<file path="src/rtl/gameover_arrow_ctrl.sv">
// Game-over restart arrow sequencer: input lockout, blinking arrow while
// waiting, button hold qualification and a one-cycle restart request.
module gameover_arrow_ctrl #(
  parameter int unsigned LOCK_FRAMES  = 30,
  parameter int unsigned BLINK_FRAMES = 15,
  parameter int unsigned HOLD_FRAMES  = 20
) (
  input  logic       clk,
  input  logic       rst_n,
  input  logic       frame_tick,
  input  logic       game_over,
  input  logic       btn,
  input  logic       arrow_px,
  output logic       arrow_on,
  output logic       arrow_visible,
  output logic       restart,
  output logic [2:0] state
);

  localparam int unsigned CNT_W = 8;
  localparam int unsigned ST_W  = 3;

  localparam logic [CNT_W-1:0] LOCK_LAST  = CNT_W'(LOCK_FRAMES - 1);
  localparam logic [CNT_W-1:0] BLINK_LAST = CNT_W'(BLINK_FRAMES - 1);
  localparam logic [CNT_W-1:0] HOLD_LAST  = CNT_W'(HOLD_FRAMES - 1);

  typedef enum logic [ST_W-1:0] {
    ST_PLAY    = 3'd0,
    ST_LOCK    = 3'd1,
    ST_WAIT    = 3'd2,
    ST_HOLD    = 3'd3,
    ST_RESTART = 3'd4
  } state_e;

  state_e           state_q, state_d;
  logic [CNT_W-1:0] cnt_q, cnt_d;
  logic             blink_phase_q, blink_phase_d;
  logic             btn_q;
  logic             arrow_visible_q, arrow_visible_d;
  logic             restart_q, restart_d;

  logic             btn_rise;
  logic [CNT_W-1:0] cnt_inc;
  logic             lock_term;
  logic             blink_term;
  logic             hold_term;

  // Button edge and terminal-frame detection
  always_comb begin
    btn_rise   = btn & ~btn_q;
    cnt_inc    = cnt_q + CNT_W'(1);
    lock_term  = frame_tick && (cnt_q == LOCK_LAST);
    blink_term = frame_tick && (cnt_q == BLINK_LAST);
    hold_term  = frame_tick && (cnt_q == HOLD_LAST);
  end

  // Next-state, frame counter, blink phase and registered output decode
  always_comb begin
    state_d       = state_q;
    cnt_d         = cnt_q;
    blink_phase_d = blink_phase_q;

    unique case (state_q)
      ST_PLAY: begin
        if (game_over) begin
          state_d = ST_LOCK;
          cnt_d   = '0;
        end
      end
      ST_LOCK: begin
        if (!game_over) begin
          state_d = ST_PLAY;
          cnt_d   = '0;
        end else if (lock_term) begin
          state_d       = ST_WAIT;
          cnt_d         = '0;
          blink_phase_d = 1'b1;
        end else if (frame_tick) begin
          cnt_d = cnt_inc;
        end
      end
      ST_WAIT: begin
        if (!game_over) begin
          state_d = ST_PLAY;
          cnt_d   = '0;
        end else if (btn_rise) begin
          state_d = ST_HOLD;
          cnt_d   = '0;
        end else if (blink_term) begin
          blink_phase_d = ~blink_phase_q;
          cnt_d         = '0;
        end else if (frame_tick) begin
          cnt_d = cnt_inc;
        end
      end
      ST_HOLD: begin
        if (!game_over) begin
          state_d = ST_PLAY;
          cnt_d   = '0;
        end else if (!btn) begin
          // Release beats a coincident terminal tick
          state_d       = ST_WAIT;
          cnt_d         = '0;
          blink_phase_d = 1'b1;
        end else if (hold_term) begin
          state_d = ST_RESTART;
          cnt_d   = '0;
        end else if (frame_tick) begin
          cnt_d = cnt_inc;
        end
      end
      ST_RESTART: begin
        state_d = ST_PLAY;
        cnt_d   = '0;
      end
      default: begin
        state_d = ST_PLAY;
        cnt_d   = '0;
      end
    endcase

    // Decoded from next state so the flops track the state register exactly
    arrow_visible_d = (state_d == ST_HOLD) || ((state_d == ST_WAIT) && blink_phase_d);
    restart_d       = (state_d == ST_RESTART);
  end

  // State and output registers
  always_ff @(posedge clk or negedge rst_n) begin
    if (!rst_n) begin
      state_q         <= ST_PLAY;
      cnt_q           <= '0;
      blink_phase_q   <= 1'b1;
      btn_q           <= 1'b0;
      arrow_visible_q <= 1'b0;
      restart_q       <= 1'b0;
    end else begin
      state_q         <= state_d;
      cnt_q           <= cnt_d;
      blink_phase_q   <= blink_phase_d;
      btn_q           <= btn;
      arrow_visible_q <= arrow_visible_d;
      restart_q       <= restart_d;
    end
  end

  // Output wiring; arrow_on stays combinational to add no pixel latency
  assign arrow_visible = arrow_visible_q;
  assign restart       = restart_q;
  assign state         = state_q;
  assign arrow_on      = arrow_px & arrow_visible_q;

endmodule

</file>
<file path="config.mk">
export PLATFORM = sky130hd
export DESIGN_NAME = gameover_arrow_ctrl
export DESIGN_NICKNAME = d
export VERILOG_FILES = /design/src/rtl/gameover_arrow_ctrl.sv
export SDC_FILE = /design/constraint.sdc
export NUM_CORES = 1
export LEC_CHECK = 0
export CAP_MARGIN = 40
export CORE_MARGIN = 2
export CORE_UTILIZATION = 45
export CTS_BUF_LIST = sky130_fd_sc_hd__clkbuf_2 sky130_fd_sc_hd__clkbuf_4 sky130_fd_sc_hd__clkbuf_8
export DETAILED_ROUTE_END_ITERATION = 6
export PLACE_DENSITY_LB_ADDON = 0.08
export SYNTH_ARGS = -nofsm -noshare
export SYNTH_HDL_FRONTEND = slang
export SYNTH_SLANG_ARGS = --single-unit
export TNS_END_PERCENT = 20
</file>
<file path="constraint.sdc">
create_clock -name clk -period 1.7 [get_ports clk]
set_input_delay 0.17 -clock clk [delete_from_list [all_inputs] [get_ports clk]]
set_output_delay 0.17 -clock clk [all_outputs]
set_load 0.05 [all_outputs]
</file>
Yosys cells after proc, flatten, opt, wreduce, memory -nomap -nowiden

Cells that the tools add are included.

Flip-flop bits (word level): 15
Input bits: 6
Word-level logic and storage cells: 55

Add/sub/neg operators: 1
Eq/ne operators: 10
Muxes and demuxes: 28
Bitwise gates (word level): 4
Reduce and logical (&&, ||, !) cells: 6

Operators with widths:

| cell                                                            | number |
|---|---|
| 8-bit 2-to-1 mux                                                | 10 |
| 8-bit one-hot mux with 4 select lines                           | 1 |
| 3-bit 2-to-1 mux                                                | 8 |
| 8-bit by 5-bit == test with 1-bit output, second input constant | 2 |
| 3-bit by 2-bit == test with 1-bit output, second input constant | 4 |
| 3-bit one-hot mux with 4 select lines                           | 1 |
| 8-bit by 1-bit adder with 8-bit output, second input constant   | 1 |
| 8-bit by 4-bit == test with 1-bit output, second input constant | 1 |
| 1-bit 2-to-1 mux                                                | 7 |
| 1-bit logical AND                                               | 4 |
| 3-bit by 1-bit == test with 1-bit output, second input constant | 1 |
| 3-bit == test, second input constant                            | 1 |
| 3-bit zero test                                                 | 1 |
| 1-bit one-hot mux with 3 select lines                           | 1 |
| 1-bit bitwise AND                                               | 2 |
| 2-bit inequality test, second input constant                    | 1 |
| 1-bit inverter                                                  | 2 |
| 1-bit logical OR                                                | 1 |

Depth between registers and ports, before layout

Depth in word-level cells: 9
Mapped depth: 8
Mapped depth without buffers: 7

Least setup slack after synthesis

No wires, ideal clock.

Kind: reg-to-reg
Start point: reg state_q[0], in the netlist state[0]
End point: reg cnt_q[2]
Setup time: 82 ps
Data arrival time: 1938 ps
Required time: 1618 ps
Slack: -320 ps
Cell stages (with the launch flop): 7
Path through: dfrtp_1 > or3b_1 > or3_4 > o221ai_4 > buf_6 > nand2_1 > a31oi_1

Longest elaborated chain between the ends: 2
Elaborated cells on any way between the ends: 6
Those cells by class: eq/ne: 4; mux: 1; reduce/logical: 1

Ends and longest elaborated chain:

| element                                                                               | RTL line | RTL |
|---|---|---|
| from (decl)                                                                           | 35       | `state_e state_q, state_d;` |
| from (signal assigned)                                                                | 137      | `state_q <= state_d;` |
| 3-bit by 2-bit == test with 1-bit output, or another cell as far along                | 63       | `unique case (state_q)` |
| 8-bit one-hot mux with 4 select lines / 2-bit inequality test (equally long branches) | n/a      |  |
| to (signal assigned)                                                                  | 138      | `cnt_q <= cnt_d;` |
| to (decl)                                                                             | 36       | `logic [CNT_W-1:0] cnt_q, cnt_d;` |

Several ways; a longest one is shown, not always the timed one.
A chain may end at the register's enable or synchronous reset.

Worst setup path after layout

Start point: reg state_q[2], in the netlist state[2]
End point: reg cnt_q[2]

The elaborated chain is that of the path after synthesis.

==> flow_summary.toml <==
[outcome]
status = "complete, but fails checks"
violations = "negative setup slack"

[clock_tree]
cts_tree = "built"
cts_hold_buf = 0
cts.sinks = 15
cts_buffer_depth = 2
clk_pin_slew_worst_paths_ns = 0.10
clk_latency_ns = 0.29
cts_root_buf = "clkbuf_4"
htreeDepth = 1
cts_buffers = 3

[place]
gp_congestion = 0.915
placed_area_um2 = 1180
place_ws_ns = -0.418
port-buffer-count = 11
hpwl_um = 1420

[final_layout]
utilization_pct = 72.4
drive_above_1_share_pct = 41.3
final.fill_count = 124
syn_to_final_growth_pct = 46.9
regArea_um2 = 379
multi_input_area_um2 = 504
layout.nets = 136
design_area_um2 = 1290
num_antenna_cells = 0

[routing]
viasPerCell = 5.47
wl_per_cell_um = 13.5
vias = 826
drtIter0Drc = 14
wl_um = 2040
postRouteAntennaNets = 0
route.detailed.drc = 0
drt-pass1-iter-count = 4

[power_and_ir_drop]
peakVddDrop_uv = 414
leakagePower_nw = 0.595
power-per-cell-area_nw_per_um2 = 613
power_mw = 0.791

[grt]
grt_pass1_wl_um = 3240
antenna_found_initial = 0
grt_start_max_net_pins = 16
gr-total-overflow = 0
grt_use_total_pct = 20.6
grt_pass1_vias = 749

[logic_synthesis]
ys_top_cells_by_area = "dfrtp_1, a31oi_1, ha_1, nand2_1, dfstp_2"
synth_largest_area_cell = "dfrtp_1"
yosysUniqueCellTypes = 38
seq_area_frac_synth_pct = 42.9
syn-cell-area_um2 = 878
syn_nets = 97
synth_seq_cells = 15
synth_top_area_share_pct = 39.9
synth_warnings = 0
syn_avg_cell_area_um2 = 9.98
synth_cells = 88

[timing]
max_slew_margin_pct = 67.4
fin_crit_sh_pct = 110
final_hold_viol_count = 0
clock.fmax_ghz = 0.533
slew_viol_final = 0
setup_viol = 10
timing.final.ws_setup_ns = -0.176
clock_skew_ns = 0.00196
rsz0062_at_grt = "yes"
fin_crit_ns = 1.88
worst_pin_slew_ns = 0.488

[setup_path]
cp_slowest_stage_delay_ns = 0.42
required_ns = 1.92
crit_slowest_cell = "dfrtp_2"
crit_chain = "or3b_4 -> or3_4 -> o221ai_4 -> clkbuf_16 -> nand2_1 -> a31oi_1"
worstPathArrival_ns = 2.09
cp-end-kind = "flip-flop"
cp_top_family = "simple AND/OR/NAND/NOR gates"
crit_buf_inv = 1
critical_path_cell_count = 6
cp-start-kind = "flip-flop"
crit_type = "flip-flop to flip-flop"
reg2reg_depth = 6
cp_max_fo = 6

[hold_path]
hp-class = "primary input to asynchronous set/reset pin"

[floorplan]
row_count = 15
die_w_um = 48.2
die_h_um = 48.2
core_area_um2 = 1780
dieArea_um2 = 2320
initial_core_util_pct = 49.3
io_pins = 12

[run]
cap_violations = 0
## cells in the final DEF (no fill, tap or decap), types with 3 or more instances in the layout
master | netlist | layout
a31oi_1 | 6 | 6
a21oi_1 | 4 | 3
dfrtp_1 | 14 | 12
nand3_1 | 4 | 4
clkbuf_4 | 0 | 4
inv_1 | 4 | 4
clkdlybuf4s50_1 | 0 | 7
nand2_1 | 10 | 10
buf_4 | 0 | 26
nor2_1 | 5 | 5
ha_1 | 3 | 3
## cell type report
type	instances	area share (%)
inverter	4	1.16
timing repair buffer	36	25.6
tap	25	2.42
clock buffer	4	2.33
multi-input combinational	67	39.1
sequential	15	29.4
## through the flow
stage                     TNS [ns]  hold WS (ns)  std cells
after global placement       -3.37         0.504        145
after global routing         -2.14         0.209        151
final                        -1.25         0.184        151
after CTS                    -1.08         0.194        150
after floorplan              -1.61        -0.126         88
after detailed placement     -3.53         0.509        145
## flip-flops by register name, indices dropped and copies added, names as in the netlist
register       flops
arrow_visible      1
blink_phase_q      1
cnt_q              8
restart            1
state              3
btn_q              1
## per-layer routing
layer	wire length [um]	vias up	share of wire [%]	track usage (%)
met5	0	-	0	0
met4	58	0	2.9	10.8
met3	94	8	4.6	3.33
met2	879	23	43	28.2
met1	1000	386	49	30.6
li1	-	409	-	-
## logic make-up (layout without fill, tap and decap cells)
logic type      count (synthesis)  after routing  synth area share [%]
simple gates                   41             41                  28.8
compound gates                 21             21                  18.4
flops                          15             15                  42.9
buf+inv                         6             44                  3.56
fa+ha+maj                       3              3                  4.27
xor+xnor                        1              1                 0.997
mux                             1              1                  1.14
## timing repair
action,CTS,global route
pin swaps,2,3
resized for setup,0,6
endpoints found under the setup margin,10,10
cloned,0,1
setup buffers,1,0
## synth_stat cells
library cell / count
inv_1: 4
a21oi_1: 4
and3_1: 2
o21ai_0: 2
and2b_2: 2
a22o_2: 1
nor4_1: 2
nor3_1: 2
or3b_1: 1
and4_1: 1
nor2_1: 5
a211o_1: 2
dfrtp_1: 14
mux2i_1: 1
o21a_1: 1
nand3b_1: 1
nand2_1: 10
ha_1: 3
and2_1: 1
o221ai_4: 1
and3b_2: 2
or4_2: 1
nand4_1: 2
or3_4: 1
o221ai_1: 1
nand4b_1: 1
clkbuf_2: 1
and4_2: 1
xor2_1: 1
buf_6: 1
and4bb_2: 1
a41oi_1: 1
o21ai_2: 1
nor4b_1: 1
dfstp_2: 1
nand3_1: 4
o22ai_1: 1
a31oi_1: 6
## final timing paths
kind / slack, ns / endpoint / from
min in group clk: 0.47 / btn_q$_DFF_PN0_ / btn
max in group asynchronous: 1.27 / blink_phase_q$_DFF_PN1_ / rst_n
worst max register to register: -0.18 / cnt_q[2]$_DFFE_PN0P_ / state[2]$_DFF_PN0_
worst max-delay path: -0.18 / cnt_q[2]$_DFFE_PN0P_ / state[2]$_DFF_PN0_
worst min-delay path: 0.18 / arrow_visible$_DFF_PN0_ / rst_n
worst min register to register: 0.57 / cnt_q[2]$_DFFE_PN0P_ / cnt_q[2]$_DFFE_PN0P_
## report_power, final
part | internal (mW) | leakage (nW) | switching (mW)
clock network | 0.107 | 0.0184 | 0.128
logic | 0.0940 | 0.378 | 0.0844
registers | 0.368 | 0.198 | 0.00965
total | 0.569 | 0.595 | 0.222
(Power assumes the default switching activity.)
